--- src/rtl/auto_play_seq.sv ---
// ROM-driven auto player: emits synthetic key onset/release events for the piano path,
// with per-note lengths, selectable tempo, pause, stop and loop.
module auto_play_seq #(
  parameter int    NUM_SONGS   = 4,
  parameter int    SONG_DEPTH  = 128,
  parameter int    TICK_CYCLES = 12_500_000,
  parameter int    GAP_CYCLES  = 1_000_000,
  parameter string INIT_FILE   = "songs.mem",
  parameter int    SEL_W       = $clog2(NUM_SONGS),
  parameter int    IDX_W       = $clog2(SONG_DEPTH)
) (
  input  logic             clk,
  input  logic             rst,
  input  logic             start,
  input  logic             stop,
  input  logic             pause,
  input  logic             loop_en,
  input  logic [SEL_W-1:0] song_sel,
  input  logic [1:0]       tempo_shift,
  output logic [7:0]       key_code,
  output logic             key_valid,
  output logic             key_released,
  output logic             busy,
  output logic             song_done,
  output logic [IDX_W-1:0] note_index
);

  localparam int ROM_N = NUM_SONGS * SONG_DEPTH;
  localparam int AW    = $clog2(ROM_N);

  typedef enum logic [2:0] {S_IDLE, S_FETCH, S_PLAY, S_PAUSED, S_DONE} state_t;

  state_t           state_r, state_n;
  logic [7:0]       rom [ROM_N];
  logic [7:0]       rom_q_r;
  logic [SEL_W-1:0] sel_r, rd_song;
  logic [IDX_W-1:0] idx_r, rd_idx;
  logic [AW-1:0]    rom_addr;
  logic [31:0]      p_r, cnt_r;
  logic [35:0]      len_r, len_n;
  logic [3:0]       l_eff;
  logic [2:0]       note_r;
  logic [7:0]       key_code_r;
  logic             loop_r, held_r, held_n, rel_pend_r;
  logic             in_slot, run, go, kill, onset, rel, last, end_next, advance;

  function automatic logic [7:0] note_code(input logic [2:0] note);
    case (note)
      3'd1:    note_code = 8'h1A;
      3'd2:    note_code = 8'h22;
      3'd3:    note_code = 8'h21;
      3'd4:    note_code = 8'h2A;
      3'd5:    note_code = 8'h32;
      3'd6:    note_code = 8'h31;
      3'd7:    note_code = 8'h3A;
      default: note_code = 8'h00;
    endcase
  endfunction

  // Slot decode; the ROM always looks one entry ahead so the next slot starts with no gap.
  always_comb begin
    in_slot  = (state_r == S_PLAY) || (state_r == S_PAUSED);
    run      = in_slot && !pause;
    go       = start && !stop;
    kill     = stop || go;
    onset    = run && (cnt_r == 32'd0) && (note_r != 3'd0);
    rel      = run && (note_r != 3'd0) && ({4'd0, cnt_r} == len_r - 36'(GAP_CYCLES));
    last     = run && ({4'd0, cnt_r} == len_r - 36'd1);
    end_next = rom_q_r[7] || (idx_r == IDX_W'(SONG_DEPTH - 1));
    advance  = last && !end_next && !kill;
    l_eff    = (rom_q_r[3:0] == 4'd0) ? 4'd1 : rom_q_r[3:0];
    len_n    = {4'd0, p_r} * {32'd0, l_eff};
    rd_song  = go ? song_sel : sel_r;
    rd_idx   = (in_slot && !go) ? idx_r + IDX_W'(1) : '0;
    rom_addr = AW'(rd_song) * AW'(SONG_DEPTH) + AW'(rd_idx);
    held_n   = onset ? 1'b1 : (rel ? 1'b0 : held_r);
  end

  // Synchronous ROM read.
  always_ff @(posedge clk) begin
    rom_q_r <= rom[rom_addr];
  end

  // State register.
  always_ff @(posedge clk or posedge rst) begin
    if (rst) state_r <= S_IDLE;
    else     state_r <= state_n;
  end

  // Next-state logic; stop always wins over start.
  always_comb begin
    state_n = state_r;
    case (state_r)
      S_IDLE:  state_n = go ? S_FETCH : S_IDLE;
      S_FETCH: begin
        if (stop)            state_n = S_IDLE;
        else if (go)         state_n = S_FETCH;
        else if (rom_q_r[7]) state_n = S_DONE;
        else                 state_n = S_PLAY;
      end
      S_PLAY, S_PAUSED: begin
        if (stop)                  state_n = S_IDLE;
        else if (go)               state_n = S_FETCH;
        else if (last && end_next) state_n = S_DONE;
        else if (pause)            state_n = S_PAUSED;
        else                       state_n = S_PLAY;
      end
      S_DONE: begin
        if (stop)           state_n = S_IDLE;
        else if (go)        state_n = S_FETCH;
        else if (loop_r)    state_n = S_FETCH;
        else                state_n = S_IDLE;
      end
      default: state_n = S_IDLE;
    endcase
  end

  // Slot counter, prefetched entry, latched settings and held-key tracking.
  always_ff @(posedge clk or posedge rst) begin
    if (rst) begin
      sel_r      <= '0;
      p_r        <= 32'd0;
      loop_r     <= 1'b0;
      key_code_r <= 8'h00;
      held_r     <= 1'b0;
      rel_pend_r <= 1'b0;
      idx_r      <= '0;
      note_r     <= 3'd0;
      len_r      <= 36'd0;
      cnt_r      <= 32'd0;
    end else begin
      if (go) begin
        sel_r <= song_sel;
        p_r   <= 32'(TICK_CYCLES) >> tempo_shift;
      end
      if (state_n == S_DONE) loop_r <= loop_en;
      if (onset) key_code_r <= note_code(note_r);
      held_r     <= kill ? 1'b0 : held_n;
      rel_pend_r <= kill && held_n;
      if (state_n == S_FETCH) begin
        idx_r <= '0;
      end else if (advance) begin
        idx_r  <= idx_r + IDX_W'(1);
        note_r <= rom_q_r[6:4];
        len_r  <= len_n;
        cnt_r  <= 32'd0;
      end else if (state_r == S_FETCH) begin
        note_r <= rom_q_r[6:4];
        len_r  <= len_n;
        cnt_r  <= 32'd0;
      end else if (run) begin
        cnt_r <= cnt_r + 32'd1;
      end
    end
  end

  // Output decode from registered state.
  always_comb begin
    busy         = (state_r == S_FETCH) || in_slot;
    song_done    = (state_r == S_DONE);
    key_valid    = onset;
    key_released = rel || rel_pend_r;
    key_code     = onset ? note_code(note_r) : key_code_r;
    note_index   = idx_r;
  end

endmodule

--- config.mk ---
export PLATFORM = sky130hd
export DESIGN_NAME = auto_play_seq
export DESIGN_NICKNAME = d
export VERILOG_FILES = /design/src/rtl/auto_play_seq.sv
export SDC_FILE = /design/constraint.sdc
export NUM_CORES = 1
export LEC_CHECK = 0
export BUFFER_PORTS_ARGS = -buffer_cell sky130_fd_sc_hd__buf_2
export CAP_MARGIN = 40
export CORE_UTILIZATION = 50
export DETAILED_ROUTE_END_ITERATION = 12
export GPL_ROUTABILITY_DRIVEN = 1
export MAX_ROUTING_LAYER = met4
export PLACE_DENSITY = 0.68
export SYNTH_ARGS = -nofsm -noshare
export SYNTH_HDL_FRONTEND = slang
export SYNTH_SLANG_ARGS = --single-unit
--- constraint.sdc ---
create_clock -name clk -period 7.56 [get_ports clk]
set_clock_uncertainty 0.2 [all_clocks]
set_input_delay 1.89 -clock clk [delete_from_list [all_inputs] [get_ports clk]]
set_output_delay 1.89 -clock clk [all_outputs]
set_load 0.01 [all_outputs]
# ---- Word-level counts from Yosys, hierarchy flattened
# Cells that the tools add are included.
dict set report op_classes {
  add_sub_neg 4
  multipliers 1
  n_eq_ne 16
  shifts 1
  muxes 27
  n_bitwise 1
  n_reduce_logical 30
}
# cell count
set ops {}
lappend ops {{$mux 32} 3}
lappend ops {{$eq 32x36->1} 2}
lappend ops {{$mux 36} 2}
lappend ops {{$pmux 6 s7} 1}
lappend ops {{$mul 32x4->36} 1}
lappend ops {{$sub 36x1->36 const B} 1}
lappend ops {{$sub 36x20->36 const B} 1}
lappend ops {{$add 32x1->32 const B} 1}
lappend ops {{$logic_not 32->1} 1}
lappend ops {{$shr 24x2->32 const A} 1}
lappend ops {{$mux 3} 8}
lappend ops {{$eq 3x3->1 const B} 6}
lappend ops {{$mux 7} 2}
lappend ops {{$eq 3x2->1 const B} 4}
lappend ops {{$pmux 3 s4} 1}
lappend ops {{$logic_and 1x1->1} 11}
lappend ops {{$eq 3x1->1 const B} 3}
lappend ops {{$mux 1} 8}
lappend ops {{$mux 8} 1}
lappend ops {{$add 7x1->7 const B} 1}
lappend ops {{$eq 7x7->1 const B} 1}
lappend ops {{$reduce_bool 3->1} 2}
lappend ops {{$logic_or 1x1->1} 5}
lappend ops {{$logic_not 1->1} 4}
lappend ops {{other kinds (7)} 9}
dict set report word_totals {
  ff_bits 132
  input_bits 10
  out_inout_bits 19
  elab_cells 91
}

# ---- Longest topological paths before layout
dict set report depth {
  ltp_word 12
  depth_mapped 10
  mapped_depth_nobuf 9
}

# ---- Worst setup path after synthesis
# OpenSTA, ideal clock, no wires.
dict set report synth_timing {
  path_type {input-to-reg}
  start {input port pause}
  end {register cnt_r[19]}
  arrival_ns 3.498
  required_time_ns 7.226
  setup_slack_ns 3.728
  stages 8
  path_buffers 1
  cell_sequence {nand2b_1 a2111oi_0 nand4_1 nor2_1 buf_2 a31oi_1 o21ai_0 o31ai_1}
}
dict set report synth_via {
  elab_chain_cells 11
  elab_cells_between_ends 16
}
# item line_no
set synth_lines {}
lappend synth_lines {{start: declaration} 16} ;# input logic pause,
lappend synth_lines {{$logic_not 1->1} 63} ;# run = in_slot && !pause;
lappend synth_lines {{$logic_and 1x1->1} 63}
lappend synth_lines {{$logic_and 1x1->1} 68} ;# last = run && ({4'd0, cnt_r} == len_r - 36'd1);
lappend synth_lines {{$logic_and 1x1->1} 104} ;# else if (last && end_next) state_n = S_DONE;
lappend synth_lines {{$mux 3} 104}
lappend synth_lines {{$mux 3} 103} ;# else if (go) state_n = S_FETCH;
lappend synth_lines {{$mux 3} 102} ;# if (stop) state_n = S_IDLE;
lappend synth_lines {{$pmux 3 s4} 93} ;# case (state_r)
lappend synth_lines {{$eq 3x1->1} 140} ;# if (state_n == S_FETCH) begin
lappend synth_lines {{$not 1->1 (no source line)} --}
lappend synth_lines {{$reduce_and 2->1 (no source line)} --}
lappend synth_lines {{end signal: assignment} 152} ;# cnt_r <= cnt_r + 32'd1;
lappend synth_lines {{end: declaration} 39} ;# logic [31:0] p_r, cnt_r;
# Several ways; a longest one is shown, not always the timed one.
# A chain may end at the register's enable or synchronous reset.

# ---- Worst setup path in the final report
dict set report layout_timing {
  start {input port pause}
  end {register cnt_r[16]}
}
# The elaborated chain is that of the path after synthesis.

==> impl_metrics.csv <==
group,metric,value,unit
status,status,"completed",
drt,drc,0,
drt,wl,8990,um
synth,synth_cells,445,
setup_path,critPathRequiredTime,7.57,ns
clock_tree,root_buffer,"clkbuf_8",
pwr,p_comb_share,19.1,%
pwr,clkPwrFrac,34.2,%
clock_tree,cts_buffers,9,
layout,drive_gt1_share,12.6,%
grt,first_global_vias,3094,
layout,fin_cells,553,
timing,slew_headroom,46.5,%
synth,synth_ff_type,"dfrtp_1",
clock_tree,cts_resized,0,
layout,final_cell_area,4290,um^2
floorplanning,core,7690,um^2
pwr,vdd_drop_max,142,uV
floorplanning,die_y,91.1,um
pwr,p_sw,0.286,mW
layout,final_cell_mix,"dfrtp_1, o21ai_0, nand2_1",
grt,grt_max_degree,38,
pwr,p_seq_share,46.7,%
drt,avgViaCountPerCell,5.94,
clock_tree,cts_tree,"yes",
timing,drv_slew,0,
clock_tree,clock_latency,0.35,ns
timing,layout_min_cycle_time,4.21,ns
timing,fmax,237,MHz
worst_hold_path,min_from,"p_r[18]",
clock_tree,hold_buffers,0,
drt,drtIter0Drc,223,
place,place_area,4090,um^2
timing,rsz0062_at_grt,"false",
synth,seq_area_frac_synth,42.2,%
timing,finalSetupTns,0,ns
setup_path,end_kind,"register",
timing,finalHoldViolations,0,
pwr,power.density,217,nW/um^2
layout,syn_to_final_growth,8.10,%
place,io_buffers,16,
floorplanning,start_util,51.6,%
setup_path,startpoint,"pause",
synth,synth_edf_count,0,
drt,num_vias,3284,
pwr,intPower,0.643,mW
timing,whs,0.261,ns
place,place_congestion,0.867,
synth,async_reset_ff_share,100,%
job,max_cap_viol_count,0,
grt,overflow,0,
synth,synth_area_leaders,"dfrtp_1, o21ai_0, nand2_1, o31ai_1, and2_1",
grt,grt_pass1_wl,15300,um
timing,setup_violations,0,
setup_path,cp-start-kind,"input port",
layout,fillerInstances,702,
synth,syn_area,3970,um^2
layout,final_nets,460,
synth,synth_top_area_cell,"dfrtp_1",
floorplanning,row_count,32,
grt,grt-busiest-layer,"met2",
pwr,power,0.929,mW
place,dp_hpwl,6380,um
setup_path,path_class,"input port to register",
grt,antenna_found_initial,0,
floorplanning,die_x,91.1,um
grt,use_met3,4.86,%
drt,dr.pass1.iters,5,
setup_path,path_max_fanout,13,
timing,tightest_slew,0.801,ns
grt,use_met1,31.8,%
layout,final_common_cell,"dfrtp_1",
timing,timing.final.crit_share,55.7,%
synth,ys_ff_latch,67,
layout,diodes,0,
clock_tree,clock_sinks,67,
synth,synth_top_area_share,42.2,%
synth,avgSynthCellArea,8.92,um^2
clock_tree,post_cts_buffers,0,
clock_tree,cts_buffer_depth,2,
floorplanning,die_area,8300,um^2
synth,yosys_warnings,0,
place,dpl.cell_count,539,
setup_path,cp.arrival,4.22,ns
clock_tree,htree_levels,3,
grt,grt_use_total,24.1,%
drt,wl_per_cell,16.3,um
grt,grt_util_met2,37.8,%
drt,antenna_left,0,
setup_path,timing.rr.start,"len_r[7]",
pwr,swShare,30.8,%
pwr,leakage,1.73,nW
clock_tree,path_clk_slew,0.07,ns
floorplanning,ios,29,
worst_hold_path,hp-class,"register to register",
synth,ys_types,59,
-- kinds of logic after synthesis --
kind of cell | after synthesis | share of synthesized area, %
and+or+nand+nor | 170 | 23.3
AOI/OAI and AO/OA | 122 | 19.6
DFF | 67 | 42.2
buffers and inverters | 50 | 6.08
xor gates and xnor gates | 20 | 4.41
muxes | 13 | 3.62
adders and majority gates | 2 | 0.630
other | 1 | 0.0945
-- power by group through the flow --
stage	clock, mW	sequential [mW]	combinational [mW]
finish	0.318	0.434	0.178
detailed placement	0	0.441	0.177
global placement	0	0.438	0.168
CTS	0.324	0.433	0.178
floorplan	0	0.414	0.163
global route	0.337	0.440	0.199
-- flip-flops by register name, summed over array words and instances (netlist names) --
name	cells
note_index	7
state_r	3
len_r	12
p_r	12
loop_r	1
cnt_r	32
-- layout make-up --
type / count / area [um^2] / area share [%]
clock buffers: 9 / 124 / 2.89
clock inverters: 5 / 80.1 / 1.87
inverters: 10 / 37.5 / 0.875
multi-input cells: 337 / 2090 / 48.6
flip-flops and latches: 67 / 1680 / 39.1
well taps: 102 / 128 / 2.97
repair buffers: 23 / 160 / 3.73
-- cell usage after synthesis, types with 2 or more instances --
master,instances
a21oi_1,14
xnor2_1,13
nor2b_1,2
o21a_1,2
and2_1,19
mux2i_1,2
buf_2,4
nand3_1,18
xor2_1,7
or4_1,5
o22a_1,3
o21ai_1,2
o31ai_1,19
nand2b_1,10
nor4b_1,4
a41oi_1,7
or3_1,3
and4_1,3
nor3_1,7
inv_1,10
a21o_1,2
nor2_1,31
dfrtp_1,67
clkbuf_1,22
o41ai_1,4
nor4_4,2
nand4_1,7
and3_1,4
buf_1,2
nand2_1,44
a31oi_1,10
o21ai_0,48
buf_4,11
nor4_1,2
ha_1,2
mux2_2,10
-- critical path: stages --
cell and delay [ns]:
buf_2 0.11, nand2b_1 0.19, a2111oi_1 0.73, and4_1 0.67, nand2_1 0.18, o21a_1 0.22, o21ai_0 0.14, o41ai_1 0.09
-- path summary, 6_finish.rpt --
| check | to | slack [ns] | depth (start not counted) |
|---|---|---|---|
| min reg2reg | p_r[18] | 0.26 | 1 |
| min | p_r[18] | 0.26 | 1 |
| max reg2reg | loop_r | 4.34 | 9 |
| max in group asynchronous | cnt_r[30] | 5.19 | 4 |
| min in group asynchronous | p_r[8] | 1.43 | 3 |
| max | cnt_r[16] | 3.35 | 8 |
-- through the flow --
step	setup WS (ns)	util [%]
6_report	3.35	55.8
5_1_grt	3.14	55.8
2_1_floorplan	3.73	-
4_1_cts	3.38	55.8
3_5_place_dp	3.02	53.2
3_3_place_gp	2.69	52.3
-- per-layer routing --
layer | routed length (um) | share of wire (%) | vias up
met3 | 341 | 3.8 | 11
met2 | 4310 | 48 | 78
met4 | 81 | 0.90 | 0
li1 | - | - | 1595
met5 | 0 | 0 | -
met1 | 4260 | 47 | 1600
No activity file was read; power rests on OpenSTA's default activity.
